--- config.mk ---
export PLATFORM = sky130hd
export DESIGN_NAME = fetch_unit
export DESIGN_NICKNAME = d
export VERILOG_FILES = /design/src/rtl/fetch_unit_pkg.sv /design/src/rtl/pc_reg.sv /design/src/rtl/fetch_unit.sv
export SDC_FILE = /design/constraint.sdc
export NUM_CORES = 1
export LEC_CHECK = 0
export ABC_AREA = 0
export CAP_MARGIN = 20
export CORE_MARGIN = 1.5
export CORE_UTILIZATION = 43
export CTS_CLUSTER_DIAMETER = 30
export DETAILED_ROUTE_END_ITERATION = 7
export PLACE_DENSITY_LB_ADDON = 0.12
export SLEW_MARGIN = 20
export SYNTH_ARGS = -nofsm -noshare
export SYNTH_HDL_FRONTEND = slang
export SYNTH_SLANG_ARGS = --single-unit
--- constraint.sdc ---
create_clock -name clk -period 1.65 [get_ports clk]
set_clock_uncertainty 0.2 [all_clocks]
set_input_delay 0.2475 -clock clk [delete_from_list [all_inputs] [get_ports clk]]
set_output_delay 0.2475 -clock clk [all_outputs]
set_load 0.02 [all_outputs]
--- src/rtl/fetch_unit_pkg.sv ---
// rtl/fetch_unit_pkg.sv - shared CPU constants for the instruction fetch path
package fetch_unit_pkg;

    localparam logic [31:0] CPU_RESET_PC = 32'h0000_3000;

    typedef enum logic [1:0] {
        S_REQ  = 2'd0,
        S_WAIT = 2'd1,
        S_HOLD = 2'd2
    } fetch_state_t;

    function automatic logic word_aligned(input logic [31:0] addr);
        return (addr[1:0] == 2'b00);
    endfunction

endpackage

--- src/rtl/pc_reg.sv ---
// rtl/pc_reg.sv - 32-bit program counter register with load enable
module pc_reg #(
    parameter logic [31:0] RESET_VAL = 32'h0000_0000
) (
    input  logic        clk,
    input  logic        rst_n,
    input  logic        load,
    input  logic [31:0] d,
    output logic [31:0] q
);

    always_ff @(posedge clk or negedge rst_n) begin
        if (!rst_n) begin
            q <= RESET_VAL;
        end else if (load) begin
            q <= d;
        end
    end

endmodule

--- src/rtl/fetch_unit.sv ---
// rtl/fetch_unit.sv - single-outstanding instruction fetch FSM with decode hold stage
module fetch_unit
    import fetch_unit_pkg::*;
#(
    parameter logic [31:0] RESET_PC = CPU_RESET_PC
) (
    input  logic        clk,
    input  logic        reset,
    input  logic [31:0] newpc,
    output logic        imem_req,
    output logic [31:0] imem_addr,
    input  logic        imem_gnt,
    input  logic        imem_rvalid,
    input  logic [31:0] imem_rdata,
    output logic        out_valid,
    input  logic        out_ready,
    output logic [31:0] pc_out,
    output logic [31:0] ins_out,
    output logic        addr_err
);

    fetch_state_t state;
    fetch_state_t state_next;
    logic [31:0]  pc;
    logic         pc_load;
    logic         capture;
    logic         misaligned_accept;

    pc_reg #(
        .RESET_VAL (RESET_PC)
    ) u_pc_reg (
        .clk   (clk),
        .rst_n (reset),
        .load  (pc_load),
        .d     (newpc),
        .q     (pc)
    );

    always_ff @(posedge clk or negedge reset) begin
        if (!reset) begin
            state <= S_REQ;
        end else begin
            state <= state_next;
        end
    end

    // A misaligned newpc is refused: the held instruction stays offered to decode.
    always_comb begin
        state_next        = state;
        imem_req          = 1'b0;
        out_valid         = 1'b0;
        pc_load           = 1'b0;
        capture           = 1'b0;
        misaligned_accept = 1'b0;
        case (state)
            S_REQ: begin
                imem_req = 1'b1;
                if (imem_gnt) begin
                    state_next = S_WAIT;
                end
            end
            S_WAIT: begin
                if (imem_rvalid) begin
                    capture    = 1'b1;
                    state_next = S_HOLD;
                end
            end
            S_HOLD: begin
                out_valid = 1'b1;
                if (out_ready) begin
                    if (word_aligned(newpc)) begin
                        pc_load    = 1'b1;
                        state_next = S_REQ;
                    end else begin
                        misaligned_accept = 1'b1;
                    end
                end
            end
            default: begin
                state_next = S_REQ;
            end
        endcase
    end

    assign imem_addr = pc;

    always_ff @(posedge clk or negedge reset) begin
        if (!reset) begin
            pc_out  <= RESET_PC;
            ins_out <= 32'h0000_0000;
        end else if (capture) begin
            pc_out  <= pc;
            ins_out <= imem_rdata;
        end
    end

    always_ff @(posedge clk or negedge reset) begin
        if (!reset) begin
            addr_err <= 1'b0;
        end else if (misaligned_accept) begin
            addr_err <= 1'b1;
        end
    end

endmodule

# Yosys cells after proc, flatten, opt, wreduce, memory -nomap -nowiden
# Index checks and enable logic that the tools add are counted.
[op_classes] n_reduce_logical=3 muxes=15 eq_ne=6
[ops] op="1-bit 2-to-1 mux" count=10
[ops] op="2-bit 2-to-1 mux" count=4
[ops] op="2-bit != test, second input constant" count=4
[ops] op="2-bit case mux with 3 select lines" count=1
[ops] op="2-bit zero test" count=2
[ops] op="4-bit AND reduction" count=1
[ops] op="2-bit by 1-bit == test with 1-bit output, second input constant" count=1
[ops] op="2-bit == test, second input constant" count=1
[totals] inputBits=69 elab_cells=29 register_bits=99 out_inout_bits=99

# Longest topological paths before layout
[depth] ltp_word=4 mapped_depth=4 depth_no_buf=3

# Hierarchy
# A second synthesis with hierarchy kept.
[hier_totals] cells_unflattened=219 area_unflattened_um2=4078.9
[modules_own_cells] module="fetch_unit" instances=1 seq_area_each_um2=1679.1 cells_each=151 area_per_inst_um2=2731.4
[modules_own_cells] module="pc_reg" instances=1 seq_area_each_um2=803.3 cells_each=68 area_per_inst_um2=1347.5

# Worst setup path before layout
# No wires, ideal clock.
[synth_timing] kind="reg-to-reg" start="register state[0]" end="register u_pc_reg.q[10]" arrival_ps=1306 setup_ps=125 path_stages_with_launch=5 slack_ps=19 required_ps=1325 synth_period_minus_slack_ps=1631 path_buffers=1 cell_sequence="dfrtp_1 nor2b_2 nand2_2 buf_6 mux2_4"
[synth_between] elab_chain_len=2
[synth_rtl] item="start: declaration" line="fetch_unit.sv:22" source="fetch_state_t state;"
[synth_rtl] item="start signal: assignment" line="fetch_unit.sv:43" source="state <= state_next;"
[synth_rtl] item="2-bit == test" line="fetch_unit.sv:55" source="case (state)"
[synth_rtl] item="1-bit 2-to-1 mux" line="fetch_unit.sv:55"
[synth_rtl] item="end signal: assignment" line="pc_reg.sv:14" source="q <= RESET_VAL;"
[synth_rtl] item="end signal: assignment" line="pc_reg.sv:16" source="q <= d;"
[synth_rtl] item="end: declaration" line="pc_reg.sv:9" source="output logic [31:0] q"
# No other way between the ends.
# A chain may end at the register's enable or synchronous reset.

# Worst setup path after layout
[layout_timing] start="input port out_ready" end="register u_pc_reg.q[18]"
[layout_between] elab_chain_len=2
[layout_rtl] item="start: declaration" line="fetch_unit.sv:16" source="input logic out_ready,"
[layout_rtl] item="1-bit 2-to-1 mux" line="fetch_unit.sv:70" source="if (out_ready) begin"
[layout_rtl] item="1-bit 2-to-1 mux" line="fetch_unit.sv:55"
# No other way between the ends.

==> impl_results.md <==
- Syn_nets: 286
- Clock Root Buffer: clkbuf_8
- Status: finished clean
- Internal power: 7.08 mW
- TNS Setup: 0 ns
- Max layer used: met4
- Vias in the first global route: 2602
- Initial detailed-routing violation count: 40
- Slew HR: 68.4%
- CP endpoint kind: flip-flop
- Synth-to-Final Area Change: 50.5%
- Psw: 4.09 mW
- Final period utilization: 98.7%
- Post-Route M1 WL: 3990 µm
- CP bufs+invs: 2
- Cell Chain, Critical Path: clkdlybuf4s50_1 > nor3b_4 > nand2_8 > clkbuf_16 > mux2_4
- Crit. path cell count: 5
- Minimum clock period: 1.63 ns
- Max Cap Viol: 0
- Pre-Repair DR Iteration Count: 4
- Worst-path fanout max: 5
- Final instance area: 6050 µm²
- Post-Syn Instances: 217
- Sw Ratio: 36.6%
- Clock transition at path regs: 0.10 ns
- Part of the power in registers: 38.2%
- GRT Residual Overflow: 0
- Worst hold slack: 0.193 ns
- #FFs+latches synth: 99
- Fin. max-slew vios: 0
- Power Total: 11.2 mW
- YS warnings: 0
- Unrepaired setup endpoints after global routing: yes
- CTS tree: yes
- Dpl hpwl: 6260 µm
- Die height: 99.7 µm
- Mapped Area: 4020 µm²
- LEAKAGE: 3.13 nW
- Vias/cell: 4.82
- Largest net degree at the start of global routing: 40
- Final setup viols: 0
- Avg WL per Cell: 17.6 µm
- Library cells used by synthesis: 17
- Met3 wire len: 566 µm
- Kind of cell with the highest combined delay on the critical path: buffers and inverters
- CTS Buf Count: 9
- Crit Path Class: input pin to flip-flop
- Initial core utilization: 44.0%
- CTS Sinks: 99
- Clk_lat worst skew: 0.35 ns
- Critical Path AT: 1.66 ns
- Port Buffers: 167
- Reg2Reg Depth: 5
- Highest-count cells in the layout ignoring fill and taps: dfrtp_1 (95), dlygate4sd2_1 (93), mux2_4 (77)
- CTS H-tree lvls: 3
- Placed insts: 495
- Layout cells sized above 1: 33.7%
- Crit path largest cell delay: 0.49 ns
- Final wirelength: 9050 µm
- N_diodes: 0
- Ports: 168
- Required @ worst endpoint: 1.69 ns
- Syn Area/Cell: 18.5 µm²
- Cell Rows: 35
- Final estimated routing congestion in global placement: 0.684
- Remaining DRCs: 0
- Worst vdd ir: 843 µV
- Fmax: 614 MHz
- WL met2: 4400 µm
- Slowest CP cell: clkdlybuf4s50_1
- Sequential share of the synthesized area: 61.7%
- Final #Nets: 468
- Global-route wire length before repair: 14000 µm
- Startpoint types: input pin
- Die area: 9940 µm²
- Most common library cell in the layout ignoring fill and taps: dfrtp_1
- Slew @ Worst Pin: 0.474 ns
- Placed Instance Area: 5890 µm²
- Hold Fails Final Rpt: 0
- GR Util All Layers: 18.5%
- Clk pwr share: 12.7%
- Die W: 99.7 µm
- Finished Layout Cells: 515
- Combinational share of power: 49.1%
- CORE AREA: 9150 µm²
- Initial antenna violation count: 0
- Max Buffers Root-to-Sink: 2
- Min-delay worst type: input pin to async pin
- Cell area power density: 1850 nW/µm²
- Vias: 2484
- Final ANT Viol Nets: 0
[worst paths after layout]
| path | startpoint | end | slack [ns] |
|---|---|---|---|
| setup reg to reg | state[1] | u_pc_reg.q[5] | 0.04 |
| hold reg to reg | state[1] | state[0] | 0.27 |
| min in group clk | state[1] | state[0] | 0.27 |
| max in group asynchronous | reset | pc_out[12] | 0.48 |
| hold / removal | reset | u_pc_reg.q[9] | 0.19 |
| setup / recovery | out_ready | u_pc_reg.q[18] | 0.02 |
[synthesized netlist by cell type]
cell type | n | area [µm²]
dfrtp_1 | 95 | 2380
inv_1 | 2 | 7.51
nand2_2 | 1 | 6.26
buf_6 | 8 | 90.1
mux2i_1 | 1 | 10.0
o21bai_1 | 1 | 7.51
mux2_4 | 77 | 1160
buf_2 | 1 | 5.00
nor2_1 | 2 | 7.51
nor3b_2 | 1 | 12.5
o21ai_0 | 2 | 10.0
and2_1 | 2 | 12.5
nor2b_2 | 1 | 8.76
dfstp_2 | 4 | 105
mux2_2 | 17 | 191
buf_4 | 1 | 7.51
nand3b_1 | 1 | 7.51
[worst register-to-register path, delay by kind of cell (launching register included)]
| family | cells | cell delay [ns] |
|---|---|---|
| buffers and inverters | 2 | 0.28 |
| and+or+nand+nor | 2 | 0.26 |
| muxes | 1 | 0.33 |
| DFF | 1 | 0.41 |
[state kept, by name, summed over array words and instances, names as in the netlist]
| name | count |
|---|---|
| state | 2 |
| addr_err | 1 |
| ins_out | 32 |
| u_pc_reg.q | 32 |
| pc_out | 32 |
[area by class of cell]
| class | count | area, µm² |
|---|---|---|
| clock inverters | 5 | 38.8 |
| inverters | 2 | 7.51 |
| well taps | 111 | 139 |
| multi-input cells | 106 | 1450 |
| repair buffers | 181 | 1790 |
| fillers | 710 | 3100 |
| clock buffers | 11 | 141 |
| flip-flops and latches | 99 | 2480 |
[what timing repair did]
item | in CTS | in global routing
pin swaps | 0 | 0
gates resized for setup | 113 | 6
setup buffers | 0 | 1
gates cloned | 1 | 1
endpoints found under the setup margin | 113 | 56
hold buffers | 1 | 0
hold endpoints to repair | 57 | 0
[cell families (layout without fill, tap and decap cells)]
group,after synthesis,after routing,synth area share [%]
buf+inv,12,199,2.74
compound gates,3,3,0.436
mux,95,95,33.7
simple gates,8,8,1.37
flops,99,99,61.7
[per-stage QoR]
stage / worst slack (ns) / utilization (%)
final: 0.0217 / 66.1
after floorplan: 0.0193 / -
after global placement: -0.231 / 64.4
after detailed placement: -0.246 / 64.4
after CTS: -0.0710 / 65.6
after global routing: -0.0121 / 66.1
[power by group through the flow]
stage / clock network, mW / registers [mW] / logic (mW)
global route: 1.56 / 4.43 / 5.80
floorplan: 0 / 5.61 / 2.09
CTS: 1.48 / 4.28 / 5.53
finish: 1.42 / 4.27 / 5.49
detailed placement: 0 / 4.35 / 6.26
global placement: 0 / 4.32 / 6.19
[layer usage]
metal	vias to the layer above	track usage (%)
li1	1122	-
met1	1258	24.5
met2	96	30.3
met3	8	4.85
met4	0	4.88
met5	-	0
Power figures use the tool's default switching activity.
